<file path="config.mk">
export PLATFORM = sky130hd
export DESIGN_NAME = coherence_arbiter
export DESIGN_NICKNAME = d
export VERILOG_FILES = /design/src/rtl/cpu_types_pkg.sv /design/src/rtl/coherence_arbiter_rr.sv /design/src/rtl/coherence_arbiter.sv
export SDC_FILE = /design/constraint.sdc
export NUM_CORES = 1
export LEC_CHECK = 0
export CAP_MARGIN = 10
export CORE_AREA = 5 5 193 195
export DETAILED_ROUTE_END_ITERATION = 12
export DIE_AREA = 0 0 198 200
export GPL_TIMING_DRIVEN = 0
export PLACE_DENSITY = 0.52
export REMOVE_ABC_BUFFERS = 1
export SETUP_SLACK_MARGIN = 0.4
export SLEW_MARGIN = 10
export SYNTH_ARGS = -nofsm -noshare
export SYNTH_HDL_FRONTEND = slang
export SYNTH_HIERARCHICAL = 1
export SYNTH_SLANG_ARGS = --single-unit
</file>
<file path="constraint.sdc">
create_clock -name CLK -period 3.2 [get_ports CLK]
set_input_delay 0.64 -clock CLK [delete_from_list [all_inputs] [get_ports CLK]]
set_output_delay 0.64 -clock CLK [all_outputs]
set_load 0.02 [all_outputs]
</file>
<file path="src/rtl/cpu_types_pkg.sv">
`default_nettype none
// +----------------------------------------------------------------------+
// | cpu_types_pkg: shared word, RAM status and arbiter state types.       |
// | Revision: 1.0                                                         |
// +----------------------------------------------------------------------+
package cpu_types_pkg;

  typedef logic [31:0] word_t;

  typedef enum logic [1:0] {
    FREE   = 2'd0,
    BUSY   = 2'd1,
    ACCESS = 2'd2,
    ERROR  = 2'd3
  } ramstate_t;

  typedef enum logic [2:0] {
    IDLE   = 3'd0,
    SNOOP  = 3'd1,
    C2C    = 3'd2,
    DREAD  = 3'd3,
    DWRITE = 3'd4,
    IFETCH = 3'd5
  } arb_state_t;

  // Core rr keeps the grant if it asks; otherwise the other core gets it.
  function automatic logic rr_pick(input logic [1:0] req, input logic rr);
    return req[rr] ? rr : ~rr;
  endfunction

endpackage
`default_nettype wire

</file>
<file path="src/rtl/coherence_arbiter_rr.sv">
`default_nettype none
// +----------------------------------------------------------------------+
// | rr_arbiter2: two-way round-robin grant over dcache and icache classes.|
// | Revision: 1.0                                                         |
// +----------------------------------------------------------------------+
module rr_arbiter2
  import cpu_types_pkg::*;
(
  input  logic       clk,
  input  logic       rst_n,
  input  logic [1:0] dreq,
  input  logic [1:0] ireq,
  input  logic       done,
  input  logic       done_core,
  output logic       gnt_valid,
  output logic       gnt_core,
  output logic       gnt_d
);

  logic rr_q;
  logic rr_d;

  // Only dcache completions advance the shared pointer.
  always_comb begin
    rr_d = rr_q;
    if (done) begin
      rr_d = ~done_core;
    end
  end

  always_ff @(posedge clk or negedge rst_n) begin
    if (!rst_n) begin
      rr_q <= 1'b0;
    end else begin
      rr_q <= rr_d;
    end
  end

  assign gnt_d     = |dreq;
  assign gnt_valid = (|dreq) | (|ireq);
  assign gnt_core  = gnt_d ? rr_pick(dreq, rr_q) : rr_pick(ireq, rr_q);

endmodule
`default_nettype wire

</file>
<file path="src/rtl/coherence_arbiter.sv">
`default_nettype none
// +----------------------------------------------------------------------+
// | coherence_arbiter: shares the RAM port between two cores and runs    |
// | snoop coherence between their dcaches. Revision: 1.0                  |
// +----------------------------------------------------------------------+
module coherence_arbiter
  import cpu_types_pkg::*;
#(
  parameter int NCPU         = 2,
  parameter int SNOOP_CYCLES = 1
) (
  input  logic                 CLK,
  input  logic                 nRST,
  input  logic [NCPU-1:0]      iREN,
  input  word_t [NCPU-1:0]     iaddr,
  output logic [NCPU-1:0]      iwait,
  output word_t [NCPU-1:0]     iload,
  input  logic [NCPU-1:0]      dREN,
  input  logic [NCPU-1:0]      dWEN,
  input  word_t [NCPU-1:0]     daddr,
  input  word_t [NCPU-1:0]     dstore,
  output logic [NCPU-1:0]      dwait,
  output word_t [NCPU-1:0]     dload,
  input  logic [NCPU-1:0]      ccwrite,
  input  logic [NCPU-1:0]      cctrans,
  input  logic [NCPU-1:0]      ccdirty,
  output logic [NCPU-1:0]      ccwait,
  output logic [NCPU-1:0]      ccinv,
  output word_t [NCPU-1:0]     ccsnoopaddr,
  output logic                 ramREN,
  output logic                 ramWEN,
  output word_t                ramaddr,
  output word_t                ramstore,
  input  word_t                ramload,
  input  logic [1:0]           ramstate
);

  arb_state_t state_q, state_d;
  logic       c_q, c_d;
  logic [1:0] cnt_q, cnt_d;
  logic       o;
  logic       acc;
  logic       d_done;
  logic       gnt_valid, gnt_core, gnt_d;
  logic       unused;

  assign o      = ~c_q;
  assign acc    = (ramstate == ACCESS);
  assign unused = ^cctrans;

  rr_arbiter2 u_rr (
    .clk       (CLK),
    .rst_n     (nRST),
    .dreq      (dREN | dWEN),
    .ireq      (iREN),
    .done      (d_done),
    .done_core (c_q),
    .gnt_valid (gnt_valid),
    .gnt_core  (gnt_core),
    .gnt_d     (gnt_d)
  );

  // Outputs decode straight from state so completion tracks ACCESS in-cycle
  // and an asserted reset clears them without waiting for a clock.
  always_comb begin
    state_d     = state_q;
    c_d         = c_q;
    cnt_d       = cnt_q;
    d_done      = 1'b0;
    iwait       = '1;
    dwait       = '1;
    iload       = '0;
    dload       = '0;
    ccwait      = '0;
    ccinv       = '0;
    ccsnoopaddr = '0;
    ramREN      = 1'b0;
    ramWEN      = 1'b0;
    ramaddr     = '0;
    ramstore    = '0;
    case (state_q)
      IDLE: begin
        if (gnt_valid) begin
          c_d   = gnt_core;
          cnt_d = '0;
          if (!gnt_d)                state_d = IFETCH;
          else if (dREN[gnt_core])   state_d = SNOOP;
          else                       state_d = DWRITE;
        end
      end
      SNOOP: begin
        ccwait[o]      = 1'b1;
        ccsnoopaddr[o] = daddr[c_q];
        ccinv[o]       = ccwrite[c_q];
        cnt_d          = cnt_q + 2'd1;
        if (cnt_q == 2'(SNOOP_CYCLES - 1)) begin
          state_d = ccdirty[o] ? C2C : DREAD;
        end
      end
      C2C: begin
        // The dirty peer writes back to RAM while forwarding the same word.
        ccwait[o]      = 1'b1;
        ccsnoopaddr[o] = daddr[c_q];
        ramWEN         = 1'b1;
        ramaddr        = daddr[o];
        ramstore       = dstore[o];
        dload[c_q]     = dstore[o];
        if (acc) begin
          dwait[c_q] = 1'b0;
          dwait[o]   = 1'b0;
          d_done     = 1'b1;
          state_d    = IDLE;
        end
      end
      DREAD: begin
        ramREN  = 1'b1;
        ramaddr = daddr[c_q];
        if (acc) begin
          dwait[c_q] = 1'b0;
          dload[c_q] = ramload;
          d_done     = 1'b1;
          state_d    = IDLE;
        end
      end
      DWRITE: begin
        ramWEN   = 1'b1;
        ramaddr  = daddr[c_q];
        ramstore = dstore[c_q];
        if (acc) begin
          dwait[c_q] = 1'b0;
          d_done     = 1'b1;
          state_d    = IDLE;
        end
      end
      IFETCH: begin
        ramREN  = 1'b1;
        ramaddr = iaddr[c_q];
        if (acc) begin
          iwait[c_q] = 1'b0;
          iload[c_q] = ramload;
          state_d    = IDLE;
        end
      end
      default: state_d = IDLE;
    endcase
  end

  always_ff @(posedge CLK or negedge nRST) begin
    if (!nRST) begin
      state_q <= IDLE;
      c_q     <= 1'b0;
      cnt_q   <= '0;
    end else begin
      state_q <= state_d;
      c_q     <= c_d;
      cnt_q   <= cnt_d;
    end
  end

endmodule
`default_nettype wire

</file>
==> results.py, run 1 <==
metrics = {
    "timing": {
        "setup_viol": 0,
        "hold_violations": 0,
        "worstMarginPinSlew_ns": 0.5334,
        "timing.setup.tns_ns": 0,
        "slew-limit-headroom_pct": 63.52,
        "post-route-period-util_pct": 88.39,
        "period_minus_slack_ns": 2.828,
        "rsz0062_at_grt": "true",
        "clock_skew_ns": 0.001789,
        "max_freq_mhz": 353.6,
        "slew_violations": 0,
        "holdWs_ns": 0.5277,
    },
    "drt": {
        "via_per_inst": 4.660,
        "antenna_left": 0,
        "avgRoutedWirePerCell_um": 24.64,
        "route.detailed.drc": 0,
        "dr.pass1.iters": 4,
        "via_count": 7466,
        "drt_iter0_markers": 270,
        "drt-total-wl_um": 39480,
    },
    "power": {
        "power_frac_seq_pct": 3.0,
        "p_sw_uw": 4176,
        "clock_power_share_pct": 2.9,
        "vdd_drop_max_v": 0.0003118,
        "comb_power_share_pct": 94.1,
        "power.density_nw_per_um2": 704.2,
        "power_switching_share_pct": 55.25,
        "internal-power_uw": 3383,
        "p_leak_uw": 0.004789,
    },
    "cts": {
        "root_buffer": "clkbuf_16",
        "clock_sinks": 7,
        "numCtsBuffers": 3,
        "cts_tree": "yes",
        "clk_pin_slew_worst_paths_ns": 0.04,
        "insertion_delay_ns": 0.23,
        "htree_levels": 1,
        "clock_path_buffers": 2,
    },
    "critical_path": {
        "path_buf_inv": 6,
        "r2r_cells": 5,
        "worst-path-stages": 9,
        "cp-end-kind": "output port",
        "worst_path_max_delay_cell": "dfrtp_4",
        "critical_path_arrival_ns": 2.19,
        "cp_top_family": "buffers and inverters",
        "cp_slowest_stage_delay_ns": 0.54,
        "path_class": "flip-flop to output port",
        "path_cells": "nor3b_4 > buf_4 > buf_6 > buf_8 > buf_8 > buf_6 > a22oi_1 > a21oi_1 > buf_4",
        "critPathRequiredTime_ns": 2.56,
        "cp-start-kind": "flip-flop",
        "worstPathMaxFanout": 15,
    },
    "global_routing": {
        "grt_pass1_vias": 7646,
        "grt_max_degree": 33,
        "grt-ovfl-total": 0,
        "grt_pass1_wl_um": 53430,
        "grt_usage_pct": 17.77,
        "grt_antenna_before_repair": 3,
    },
    "floorplan": {
        "rows": 69,
        "pin_count": 506,
        "dieArea_um2": 39600,
        "core_um2": 35220,
        "die_h_um": 200,
        "die_w_um": 198,
        "start_util_pct": 12.55,
    },
    "yosys": {
        "ys_seq_area_share_pct": 3.962,
        "ys_types": 42,
        "synthesis.instances": 600,
        "ys_ff_latch": 7,
        "syn_avg_cell_area_um2": 7.370,
        "synth.cell_area_um2": 4422,
        "ys_warn_count": 6,
    },
    "run_status": {
        "status": "finished, final reports clean",
    },
    "final_layout": {
        "synthToLayoutAreaGrowth_pct": 142.8,
        "final_nets": 1383,
        "post_route_cells_drive_above_1_share_pct": 29.45,
        "final_util_pct": 30.47,
        "diodes": 0,
    },
    "place": {
        "place_congestion": 0.7691,
        "port-buffer-count": 503,
        "dp_hpwl_um": 27640,
    },
    "hold_path": {
        "hold_path_depth": 1,
        "worst_hold_path_type": "flip-flop to flip-flop",
    },
    "flow_run": {
        "max_cap_viol_count": 0,
    },
}
## cells in the final DEF, fill, tap and decap left out, types with 3 or more instances in the layout
cell             Yosys  final
a21oi_1             16     14
a221oi_1            55     55
a22o_1              65     64
a22oi_1              9      9
and2_1             128    128
and3_4               0     10
buf_12               0     12
buf_16               0      3
buf_2               36     53
buf_4                5     62
buf_6                1     15
buf_8                0      5
clkbuf_16            0      5
clkbuf_2             0     34
clkdlybuf4s15_1      0     24
clkdlybuf4s15_2      0     64
clkdlybuf4s50_1      0    240
dfrtp_1              7      3
dfrtp_4              0      3
dlygate4sd2_1        0     74
dlymetal6s2s_1       0      5
inv_1                8      8
mux2_2              35     35
mux2i_1             64     64
nand2_1             38     37
nand2b_4             0      3
nor2_1              30     29
o21ai_0              4      4
o221ai_1            32     29
o221ai_2             0      3
or2_2                3      3
## synthesized netlist by cell type (all sizes together)
| master | n | area, um^2 |
|---|---|---|
| and2 | 128 | 800.8 |
| a22o | 65 | 569.3 |
| nor2 | 30 | 112.6 |
| ha | 1 | 12.51 |
| nor4 | 1 | 12.51 |
| a21boi | 1 | 7.510 |
| or3 | 1 | 6.260 |
| a32oi | 1 | 8.760 |
| o221ai | 32 | 280.3 |
| a211oi | 1 | 12.51 |
| a211o | 1 | 8.760 |
| buf | 47 | 247.7 |
| nor4b | 2 | 17.52 |
| or3b | 1 | 8.760 |
| mux2i | 64 | 640.6 |
| and3b | 1 | 8.760 |
| nor2b | 2 | 12.51 |
| a2111oi | 1 | 8.760 |
| o21ai | 4 | 20.02 |
| a21oi | 16 | 80.08 |
| a221oi | 55 | 481.7 |
| clkbuf | 24 | 90.09 |
| or2 | 5 | 31.28 |
| dfrtp | 7 | 175.2 |
| nor3 | 3 | 20.02 |
| inv | 9 | 33.78 |
| mux2 | 35 | 394.1 |
| a22oi | 9 | 67.56 |
| a311o | 1 | 10.01 |
| a2111o | 1 | 11.26 |
| nand3b | 1 | 7.510 |
| nor3b | 2 | 15.01 |
| o21a | 2 | 15.01 |
| nand2b | 6 | 37.54 |
| nand2 | 38 | 142.6 |
| and3 | 2 | 12.51 |
## through the flow
stage,power (uW),instance area (um^2),setup slack [ns],instances
floorplan,3663,4084,-3.244,529
global placement,6023,9696,-8.720,1493
detailed placement,6909,10030,-1.088,1515
CTS,7491,10670,0.3160,1591
global route,8014,10730,0.2691,1602
finish,7559,10730,0.3717,1602
## per-layer routing
| layer | vias to the layer above | routed length [um] | global-route usage (%) |
|---|---|---|---|
| li1 | 3422 | - | - |
| met2 | 404 | 20570 | 33.88 |
| met1 | 3611 | 15400 | 20.94 |
| met5 | - | 0 | 0 |
| met3 | 29 | 2964 | 3.541 |
| met4 | 0 | 550 | 2.703 |
## cell type report
type	count	area (um^2)
Inverter	9	41.29
Timing Repair Buffer	596	5670
Sequential cell	7	187.7
Clock buffer	4	78.83
Multi-Input combinational cell	525	4179
Fill cell	3837	24490
Tap cell	461	576.8
## sequential cells by signal, indices dropped and copies added (netlist names)
register / flops
state_q: 3
cnt_q: 2
u_rr/rr_q: 1
c_q: 1
## final timing paths
| kind | from | end | slack, ns |
|---|---|---|---|
| hold / removal | cnt_q[1] | cnt_q[1] | 0.53 |
| hold reg to reg | cnt_q[1] | cnt_q[1] | 0.53 |
| max in group asynchronous | nRST | state_q[0] | 2.22 |
| setup reg to reg | u_rr/rr_q | state_q[2] | 1.26 |
| setup / recovery | state_q[2] | ramstore[17] | 0.37 |
| min in group asynchronous | nRST | cnt_q[0] | 0.69 |
## cell families (layout without fill, tap and decap cells)
logic type	Yosys count	count (layout)	share of synthesized area, %
compound gates	190	191	35.77
fa+ha+maj	1	1	0.2829
buf+inv	80	609	8.404
mux	99	99	23.40
simple gates	223	234	28.18
flops	7	7	3.962
## power by group through the flow
| stage | sequential (uW) | clock [uW] | combinational (uW) |
|---|---|---|---|
| floorplan | 438 | 0 | 3220 |
| global placement | 456 | 0 | 5570 |
| detailed placement | 343 | 0 | 6570 |
| CTS | 228 | 220 | 7040 |
| global route | 241 | 226 | 7550 |
| finish | 229 | 217 | 7110 |
## repair_timing
action	in CTS	in global routing
setup endpoints to repair	265	136
resized for setup	658	107
buffers inserted	58	8
cloned	14	3
pin swaps	14	5
hold buffers	0	0
Power figures use the tool's default switching activity.
==> run 2, diff against run 1 <==
--- a/config.mk
+++ b/config.mk
@@ -10,7 +10,7 @@
 export DETAILED_ROUTE_END_ITERATION = 12
 export DIE_AREA = 0 0 198 200
 export GPL_TIMING_DRIVEN = 0
-export PLACE_DENSITY = 0.52
+export PLACE_DENSITY = 0.55
 export REMOVE_ABC_BUFFERS = 1
 export SETUP_SLACK_MARGIN = 0.4
 export SLEW_MARGIN = 10
==> run 2 against run 1 <==
  * Wire length up 1.5%
  * Final area fell by 1.7%
  * First-iteration DRC count decreased by 0.37%
  * Power shrank 1.2%
  * Maximum frequency grew 0.54%
  * Register-to-register slack about the same
  * Combinational power shrank 1%
  * Utilization fell by 0.50 points
  * Critical path depth fell by 1
  * Sequential cell count unchanged
  * Largest power group unchanged
==> results.py, run 2 (synthesis results as in run 1) <==
metrics = {
    "critical_path": {
        "critical_path_arrival_ns": 2.17,
        "path_cells": "clkdlybuf4s15_1 > nand2b_4 > nor4_4 > buf_4 > buf_12 > buf_12 > a22o_1 > clkdlybuf4s15_2",
        "worstPathMaxFanout": 7,
        "path_class": "primary input to output port",
        "cp_top_family": "buffers and inverters",
        "cpMostUsedCell": "buf_12",
        "cp_slowest_stage_delay_ns": 0.26,
        "critPathRequiredTime_ns": 2.56,
        "worst_path_max_delay_cell": "nor4_4",
        "cp-start-kind": "primary input",
        "path_buf_inv": 5,
        "cp-end-kind": "output port",
    },
    "hold_path": {
        "worst_hold_path_type": "flip-flop to flip-flop",
    },
    "flow_run": {
        "max_cap_viol_count": 0,
    },
    "final_layout": {
        "synthToLayoutAreaGrowth_pct": 138.7,
        "layout_common_cells": "clkdlybuf4s50_1, dlygate4sd2_1, and2_1",
        "nFillCells": 3861,
        "postLayoutCellArea_um2": 10560,
        "largest_reg_flops": 3,
        "top_regs": "state_q (3), cnt_q (2)",
        "regMostFlops": "state_q",
        "post_route_cells_drive_above_1_share_pct": 23.34,
        "final_nets": 1369,
        "diodes": 0,
        "multiInputGateArea_um2": 4180,
        "mostFrequentLayoutCell": "clkdlybuf4s50_1",
        "seqCellArea_um2": 190.2,
    },
    "floorplan": {
        "dieArea_um2": 39600,
        "pin_count": 506,
        "start_util_pct": 12.55,
        "rows": 69,
        "core_um2": 35220,
        "die_w_um": 198,
        "die_h_um": 200,
    },
    "place": {
        "dp_hpwl_um": 28210,
        "port-buffer-count": 503,
        "placed_cell_area_um2": 10030,
        "place_ws_ns": -1.084,
        "place_congestion": 0.7726,
    },
    "timing": {
        "period_minus_slack_ns": 2.813,
        "max_freq_mhz": 355.5,
        "rsz0062_at_grt": "true",
        "slew_violations": 0,
        "clock_skew_ns": 0.003299,
        "holdWs_ns": 0.4953,
        "slew-limit-headroom_pct": 59.02,
        "post-route-period-util_pct": 87.92,
        "setup_ws_ns": 0.3867,
        "setup_viol": 0,
        "timing.setup.tns_ns": 0,
        "worstMarginPinSlew_ns": 0.5992,
        "hold_violations": 0,
    },
    "global_routing": {
        "grt_pass1_wl_um": 53990,
        "grt_pass1_vias": 7616,
        "grt_max_degree": 31,
        "grt_usage_pct": 18.21,
        "grt-ovfl-total": 0,
        "grt_antenna_before_repair": 0,
    },
    "drt": {
        "avgRoutedWirePerCell_um": 25.22,
        "dr.pass1.iters": 7,
        "drt-total-wl_um": 40050,
        "via_per_inst": 4.698,
        "via_count": 7461,
        "antenna_left": 0,
        "route.detailed.drc": 0,
        "drt_iter0_markers": 269,
    },
    "cts": {
        "root_buffer": "clkbuf_16",
        "numCtsBuffers": 3,
        "clock_sinks": 7,
        "htree_levels": 1,
        "cts_hold_buf": 0,
        "clock_path_buffers": 2,
        "clk_pin_slew_worst_paths_ns": 0.04,
        "cts_tree": "yes",
        "insertion_delay_ns": 0.24,
    },
    "power": {
        "p_sw_uw": 4172,
        "clock_power_share_pct": 2.9,
        "power_switching_share_pct": 55.88,
        "comb_power_share_pct": 93.9,
        "power_frac_seq_pct": 3.1,
        "vdd_drop_max_v": 0.0003139,
        "power.density_nw_per_um2": 707.2,
        "internal-power_uw": 3294,
        "p_leak_uw": 0.004980,
    },
    "run_status": {
        "status": "finished, final reports clean",
    },
}
==> run 2: cell types whose count changed in the layout (fill, tap and decap cells not counted), moves of 2 or more <==
cell | previous run | this run
and3_4 | 10 | 7
clkbuf_2 | 34 | 48
clkdlybuf4s15_2 | 64 | 17
dlymetal6s2s_1 | 5 | 2
buf_4 | 62 | 51
dlygate4sd2_1 | 74 | 151
buf_6 | 15 | 12
and3_2 | 0 | 2
a221oi_1 | 55 | 53
a221oi_2 | 0 | 2
buf_8 | 5 | 7
buf_2 | 53 | 24
clkdlybuf4s15_1 | 24 | 10
==> run 2: layer usage <==
layer,up-vias,part of all wire [%],GRT usage [%]
met5,-,0,0
li1,3394,-,-
met4,0,2.9,4.310
met3,52,7.1,3.139
met2,430,51,34.34
met1,3585,39,21.44
==> run 2: power groups by stage <==
stage                     Clock (uW)  Combinational (uW)  Sequential, uW
after floorplan                    0                3220             438
after global placement             0                5570             454
after detailed placement           0                6620             343
after CTS                        221                7060             236
after global routing             225                7460             239
final                            220                7010             234
==> run 2: area by class of cell <==
type                    instances  share of cell area (%)
clock buffers                   4                  0.7467
inverters                       9                  0.3911
flip-flops and latches          7                   1.802
repair buffers                583                   52.00
multi-input cells             524                   39.60
well taps                     461                   5.464
==> run 2: repair_timing <==
item / CTS / global route
cloned: 15 / 2
endpoints found under the setup margin: 265 / 151
gates resized for setup: 470 / 136
pin swaps: 10 / 9
setup buffers: 42 / 10
==> run 2: worst paths after layout <==
path | start | to | slack, ns | cells after the start
setup / recovery | ramstate[0] | dload[7] | 0.39 | 8
min in group asynchronous | nRST | state_q[0] | 0.68 | 1
hold / removal | cnt_q[1] | cnt_q[1] | 0.50 | 1
hold reg to reg | cnt_q[1] | cnt_q[1] | 0.50 | 1
max in group asynchronous | nRST | c_q | 2.22 | 1
setup reg to reg | u_rr/rr_q | state_q[2] | 1.26 | 5
==> run 2: per-stage QoR <==
step	power, uW	utilization [%]	instances
after floorplan	3663	-	529
after global placement	6026	27.53	1493
after detailed placement	6963	28.48	1515
after CTS	7520	30.01	1576
after global routing	7926	29.97	1588
final	7466	29.97	1588
